File: config.mk
export PLATFORM = sky130hd
export DESIGN_NAME = pipe_ctrl
export DESIGN_NICKNAME = d
export VERILOG_FILES = /design/src/rtl/pipe_ctrl.sv
export SDC_FILE = /design/constraint.sdc
export NUM_CORES = 1
export LEC_CHECK = 0
export CAP_MARGIN = 20
export CORE_MARGIN = 4
export CORE_UTILIZATION = 29
export DETAILED_ROUTE_END_ITERATION = 8
export PLACE_DENSITY = 0.63
export SLEW_MARGIN = 20
export SYNTH_ARGS = -nofsm -noshare
export SYNTH_HDL_FRONTEND = slang
export SYNTH_SLANG_ARGS = --single-unit
File: constraint.sdc
create_clock -name clk_i -period 4.3 [get_ports clk_i]
set_input_delay 0.645 -clock clk_i [delete_from_list [all_inputs] [get_ports clk_i]]
set_output_delay 0.645 -clock clk_i [all_outputs]
set_load 0.1 [all_outputs]
File: src/rtl/pipe_ctrl.sv
// Y86-64 pipeline control: hazard-driven stall/bubble generation, drain/halt FSM,
// data-memory wait watchdog and saturating cycle/stall performance counters.
module pipe_ctrl #(
    parameter int MEM_TIMEOUT = 16,
    parameter int CNT_W       = 32
) (
    input  logic             clk_i,
    input  logic             rst_n_i,
    input  logic [3:0]       D_icode_i,
    input  logic [3:0]       E_icode_i,
    input  logic [3:0]       M_icode_i,
    input  logic [3:0]       d_srcA_i,
    input  logic [3:0]       d_srcB_i,
    input  logic [3:0]       E_dstM_i,
    input  logic             e_cnd_i,
    input  logic [2:0]       m_stat_i,
    input  logic [2:0]       W_stat_i,
    input  logic             dmem_req_i,
    input  logic             dmem_ack_i,
    output logic             F_stall_o,
    output logic             D_stall_o,
    output logic             D_bubble_o,
    output logic             E_stall_o,
    output logic             E_bubble_o,
    output logic             M_stall_o,
    output logic             M_bubble_o,
    output logic             W_stall_o,
    output logic             halted_o,
    output logic             mem_err_o,
    output logic [1:0]       state_o,
    output logic [CNT_W-1:0] cycle_cnt_o,
    output logic [CNT_W-1:0] stall_cnt_o
);

    localparam logic [3:0] IMRMOVQ = 4'h5;
    localparam logic [3:0] IJXX    = 4'h7;
    localparam logic [3:0] IRET    = 4'h9;
    localparam logic [3:0] IPOPQ   = 4'hB;
    localparam logic [3:0] RNONE   = 4'hF;
    localparam logic [2:0] SAOK    = 3'd1;

    localparam int WW = (MEM_TIMEOUT > 2) ? $clog2(MEM_TIMEOUT) : 1;
    localparam logic [WW-1:0] WAIT_LAST = WW'(MEM_TIMEOUT - 1);

    typedef enum logic [1:0] {
        RUN   = 2'd0,
        DRAIN = 2'd1,
        HALT  = 2'd2
    } state_t;

    state_t        state;
    logic [WW-1:0] wait_cnt;

    logic load_use, ret_busy, mispredict, m_exc, w_exc, exc, freeze, wd_expire;

    always_comb begin
        load_use   = ((E_icode_i == IMRMOVQ) || (E_icode_i == IPOPQ)) && (E_dstM_i != RNONE) &&
                     ((E_dstM_i == d_srcA_i) || (E_dstM_i == d_srcB_i));
        ret_busy   = (D_icode_i == IRET) || (E_icode_i == IRET) || (M_icode_i == IRET);
        mispredict = (E_icode_i == IJXX) && !e_cnd_i;
        m_exc      = (m_stat_i != SAOK);
        w_exc      = (W_stat_i != SAOK);
        exc        = m_exc || w_exc;
        freeze     = dmem_req_i && !dmem_ack_i;
        wd_expire  = freeze && (wait_cnt == WAIT_LAST);
    end

    // Priority: reset flush, then full hold (HALT or memory freeze), then DRAIN, then hazards.
    always_comb begin
        F_stall_o  = 1'b0;
        D_stall_o  = 1'b0;
        D_bubble_o = 1'b0;
        E_stall_o  = 1'b0;
        E_bubble_o = 1'b0;
        M_stall_o  = 1'b0;
        M_bubble_o = 1'b0;
        W_stall_o  = 1'b0;
        if (!rst_n_i) begin
            D_bubble_o = 1'b1;
            E_bubble_o = 1'b1;
            M_bubble_o = 1'b1;
        end else if (state == HALT || freeze) begin
            F_stall_o = 1'b1;
            D_stall_o = 1'b1;
            E_stall_o = 1'b1;
            M_stall_o = 1'b1;
            W_stall_o = 1'b1;
        end else if (state == DRAIN) begin
            F_stall_o  = 1'b1;
            D_stall_o  = 1'b1;
            E_stall_o  = 1'b1;
            M_bubble_o = 1'b1;
            W_stall_o  = w_exc;
        end else begin
            F_stall_o  = load_use | ret_busy;
            D_stall_o  = load_use;
            D_bubble_o = mispredict | (ret_busy & ~load_use);
            E_bubble_o = mispredict | load_use;
            M_bubble_o = exc;
            W_stall_o  = w_exc;
        end
    end

    always_ff @(posedge clk_i or negedge rst_n_i) begin
        if (!rst_n_i) begin
            state       <= RUN;
            wait_cnt    <= '0;
            mem_err_o   <= 1'b0;
            cycle_cnt_o <= '0;
            stall_cnt_o <= '0;
        end else begin
            if (!freeze) begin
                wait_cnt <= '0;
            end else if (!wd_expire) begin
                wait_cnt <= wait_cnt + 1'b1;
            end

            if (wd_expire) begin
                mem_err_o <= 1'b1;
                state     <= HALT;
            end else begin
                case (state)
                    RUN:     if (m_exc && !freeze) state <= DRAIN;
                    DRAIN:   if (w_exc) state <= HALT;
                    default: state <= HALT;
                endcase
            end

            // Counters stop once halted and saturate rather than wrap.
            if (state != HALT) begin
                if (cycle_cnt_o != '1) cycle_cnt_o <= cycle_cnt_o + 1'b1;
                if (F_stall_o && stall_cnt_o != '1) stall_cnt_o <= stall_cnt_o + 1'b1;
            end
        end
    end

    assign state_o  = state;
    assign halted_o = (state == HALT);

endmodule

==> results by stage <==
STA:
- The final period utilization is roughly three quarters.
- The setup clock skew after layout is roughly 0.0044 ns.
- In this run the tightest slew margin relative to its limit is between 30 and 40%.
- The sum of negative setup slack is 0 ns.
- Counting I/O delays and the setup requirement, the final critical path takes 3.16 ns.
- Setup repair after global routing left no endpoint under its margin.
- The actual transition at the worst max-transition pin is 1.01 ns.
- The achievable frequency is roughly 0.32 GHz.
- The count of pins over their slew limit came to 0.
- On the final layout, the worst hold slack is 0.276 ns.
- The number of hold violations in the final report came to 0.
- Setup violations remaining at the end of the flow were counted as 0.

Yosys:
- The synthesis warning total is 0.
- Counting flops and latches in the post-synthesis netlist gives just over 70.
- The number of standard cells after synthesis is 362.
- The fraction of the yosys area taken by sequential cells is 46.1%.
- The netlist area before placement is 3850 sq um.
- The mean instance size in the synthesized netlist is 10.6 sq um.
- Synthesis produced a netlist with a net count of 400.
- The share of synthesized registers carrying an async set or reset is between 90% and 100%.
- The number of distinct standard cells referenced by the synthesized netlist is 47.
- The synthesized design contains 0 enable-type register cells.
- Among all flip-flop cells after synthesis, the most frequent one is sky130_fd_sc_hd__dfrtp_1.

Power and ir drop:
- Power comes to 2430 uW.
- The total power per unit cell area is 453 nW/um^2.
- Across the VDD grid, the largest voltage drop is 0.000592 V.
- Summed over all cells, the static leakage comes to 0.00218 uW.

Status:
- The run finished with clean final reports.

Layout:
- The net count of the finished layout is 514.
- The layout has around 1300 filler cells.
- The fraction of layout instances using a drive strength above 1 is 11.7%.
- Once layout is done, the placed cells without fillers occupy about 5400 sq um.
- Relative to the synthesized area, the layout overhead comes to 39.3%.
- The antenna diode count is 0.

Setup path:
- STA puts the critical path data required time at 3.65 ns.
- The worst setup slack for register-to-register paths is 1.48 ns.
- The maximum fanout along the worst path is 4.
- The critical path starts at E_icode_i[2].
- The kind of start point of the critical path is a primary input.
- The number of cells on the worst reg-to-reg path is 8.
- The category of the most critical setup path is in2out.
- The startpoint identified for the worst register-to-register timing path is stall_cnt_o[0].
- STA classifies the critical path endpoint as a primary output.
- STA puts the critical path data arrival time at 2.51 ns.

Global routing:
- The wire length of the first global-routing pass is 15900 um.
- Entering global routing, the biggest net connects ~40 pins.
- The initial antenna violation count was 0.
- Global routing used 13.3% of the available tracks.
- The number of global-route vias before repair is 3238.
- Summed over all layers, the global routing overflow is 0.

Clock network:
- The number of sinks driven by the clock tree is between 70 and 80.
- The H-tree was split into 3 levels.
- The insertion delay to the later sink of the worst-skew pair is roughly 0.33 ns.
- In this run, post-CTS hold repair placed 0 buffers.
- The root buffer cell is sky130_fd_sc_hd__clkbuf_16.
- Counting along the longest clock path gives a buffer depth of 2.
- Buffers inserted during clock tree synthesis total 9.
- After clock tree synthesis, the clock-pin slew on the worst setup and hold paths is 0.05 ns.
- The number of cells upsized or downsized after cts is 0.
- The total setup buffers inserted after CTS is 0.
- The TritonCTS clock tree is built.

Floorplan:
- The core area is about 13000 sq um.
- The die outline area is 15200 sq um.
- For this design the top-level I/O count stands at 111.
- Measured along the y axis, the die boundary spans 123 um.
- The number of placement rows is 41.
- The floorplan step set the die width to about 120 um.
- The effective utilization at floorplan is 30.0%.

Placed design:
- The total half-perimeter wirelength after legalization and detailed placement is 7220 um.
- Once placement finished, the instance area stood at 5110 sq um.
- The count of buffers from port buffering is 110.
- Routability-driven placement finished with a final weighted congestion of slightly below 0.8.

Routing:
- Detailed routing inserted a total of approximately 3100 vias.
- Once detail routing completed, the nets flagged for antenna violations numbered 0.
- The per-cell routed wire length is 14.9 um.
- In the routed design, unresolved DRC markers number 0.
- The detailed router finished its first iteration with 204 violations.
- The detailed-route vias per instance is 4.80.
- The first-pass iteration count of the detailed router is 4.
- The final wirelength is 9650 um.

Hold path:
- In this run the worst hold path is classified as in2async.

Job:
- Max-cap violations in this run came to 0.
-- state kept, by name, summed over array words and instances (netlist names) --
register and flops:
mem_err_o 1, cycle_cnt_o 32, state_o 2, wait_cnt 4, stall_cnt_o 32
-- path summary, 6_finish.rpt --
kind,end
worst max register to register,stall_cnt_o[1]
worst min-delay path,wait_cnt[2]
worst min register to register,mem_err_o
max in group asynchronous,stall_cnt_o[4]
worst max-delay path,D_bubble_o
min in group clk_i,mem_err_o
-- layout by cell type (no fill, tap or decap), types with 3 or more instances in the layout --
cell type and count:
sky130_fd_sc_hd__ha_1 3, sky130_fd_sc_hd__and2_1 3, sky130_fd_sc_hd__nand4_1 24, sky130_fd_sc_hd__buf_4 13, sky130_fd_sc_hd__nand2_1 22, sky130_fd_sc_hd__clkbuf_16 9, sky130_fd_sc_hd__nor4bb_1 3, sky130_fd_sc_hd__xnor2_1 37
sky130_fd_sc_hd__nor3b_1 3, sky130_fd_sc_hd__dfrtp_1 71, sky130_fd_sc_hd__nand3_1 27, sky130_fd_sc_hd__and4_1 6, sky130_fd_sc_hd__nor3_1 15, sky130_fd_sc_hd__inv_1 13, sky130_fd_sc_hd__xor2_1 31, sky130_fd_sc_hd__o21ai_0 3
sky130_fd_sc_hd__a21oi_1 4, sky130_fd_sc_hd__a31oi_1 5, sky130_fd_sc_hd__nor4_2 15, sky130_fd_sc_hd__clkdlybuf4s50_1 101, sky130_fd_sc_hd__nor2_1 24, sky130_fd_sc_hd__and3_1 9
-- synth_stat cells, types with 3 or more instances --
| library cell | instances | area [sq um] |
|---|---|---|
| sky130_fd_sc_hd__and3_1 | 9 | 56.3 |
| sky130_fd_sc_hd__nor3_1 | 15 | 75.1 |
| sky130_fd_sc_hd__a31oi_1 | 5 | 31.3 |
| sky130_fd_sc_hd__ha_1 | 3 | 37.5 |
| sky130_fd_sc_hd__inv_1 | 13 | 48.8 |
| sky130_fd_sc_hd__nand4_1 | 24 | 150 |
| sky130_fd_sc_hd__nor4bb_1 | 3 | 30.0 |
| sky130_fd_sc_hd__nor4_2 | 15 | 188 |
| sky130_fd_sc_hd__clkbuf_1 | 4 | 15.0 |
| sky130_fd_sc_hd__xor2_1 | 31 | 272 |
| sky130_fd_sc_hd__o21ai_0 | 5 | 25.0 |
| sky130_fd_sc_hd__nor3b_1 | 3 | 22.5 |
| sky130_fd_sc_hd__nor2_1 | 25 | 93.8 |
| sky130_fd_sc_hd__and2_1 | 3 | 18.8 |
| sky130_fd_sc_hd__a21oi_1 | 4 | 20.0 |
| sky130_fd_sc_hd__nand2_1 | 22 | 82.6 |
| sky130_fd_sc_hd__nand3_1 | 27 | 135 |
| sky130_fd_sc_hd__dfrtp_1 | 71 | 1780 |
| sky130_fd_sc_hd__and4_1 | 6 | 52.6 |
| sky130_fd_sc_hd__xnor2_1 | 37 | 324 |
| sky130_fd_sc_hd__buf_2 | 4 | 20.0 |
-- layout make-up --
type,instances,area (sq um),share of cell area [%]
Tap cell,172,215,4.01
Multi-Input combinational cell,267,1960,36.6
Sequential cell,71,1780,33.1
Timing Repair Buffer,114,1110,20.7
Inverter,13,48.8,0.909
Clock buffer,11,243,4.52
Clock inverter,2,10.0,0.187
-- where the power goes --
group,internal [uW],switching (uW)
combinational,227,723
sequential,735,91.8
clock,394,262
-- layer usage --
metal | routed length, um | track usage [%] | vias to the layer above
li1 | - | - | 1527
met1 | 4400 | 16.7 | 1508
met2 | 4700 | 22.2 | 78
met3 | 456 | 3.61 | 8
met4 | 97 | 4.01 | 0
met5 | 0 | 0 | -
-- metrics by stage --
step,setup slack (ns),util (%),instances
6_report,1.14,41.8,650
5_1_grt,0.985,41.8,650
4_1_cts,1.14,41.8,650
3_5_place_dp,1.10,39.9,637
3_3_place_gp,1.18,39.9,637
2_1_floorplan,0.155,-,362
-- critical path: stages --
cell and delay, ns:
sky130_fd_sc_hd__clkdlybuf4s50_1 0.51, sky130_fd_sc_hd__and3b_1 0.20, sky130_fd_sc_hd__o211ai_2 0.24, sky130_fd_sc_hd__a21oi_1 0.09
sky130_fd_sc_hd__nor3_1 0.32, sky130_fd_sc_hd__inv_1 0.08, sky130_fd_sc_hd__o21ai_1 0.13, sky130_fd_sc_hd__buf_4 0.30
-- kinds of logic (layout without fill, tap and decap cells) --
logic type	Yosys count	in the layout	synth area share [%]
AO/OA/AOI/OAI	24	24	5.20
multiplexers	4	4	1.14
XOR/XNOR	68	68	15.5
buffers and inverters	24	140	2.96
flip-flops	71	71	46.1
AND/OR/NAND/NOR	167	167	27.9
adder cells (fa/ha/maj)	4	4	1.23
No activity file was read; power rests on OpenSTA's default activity.
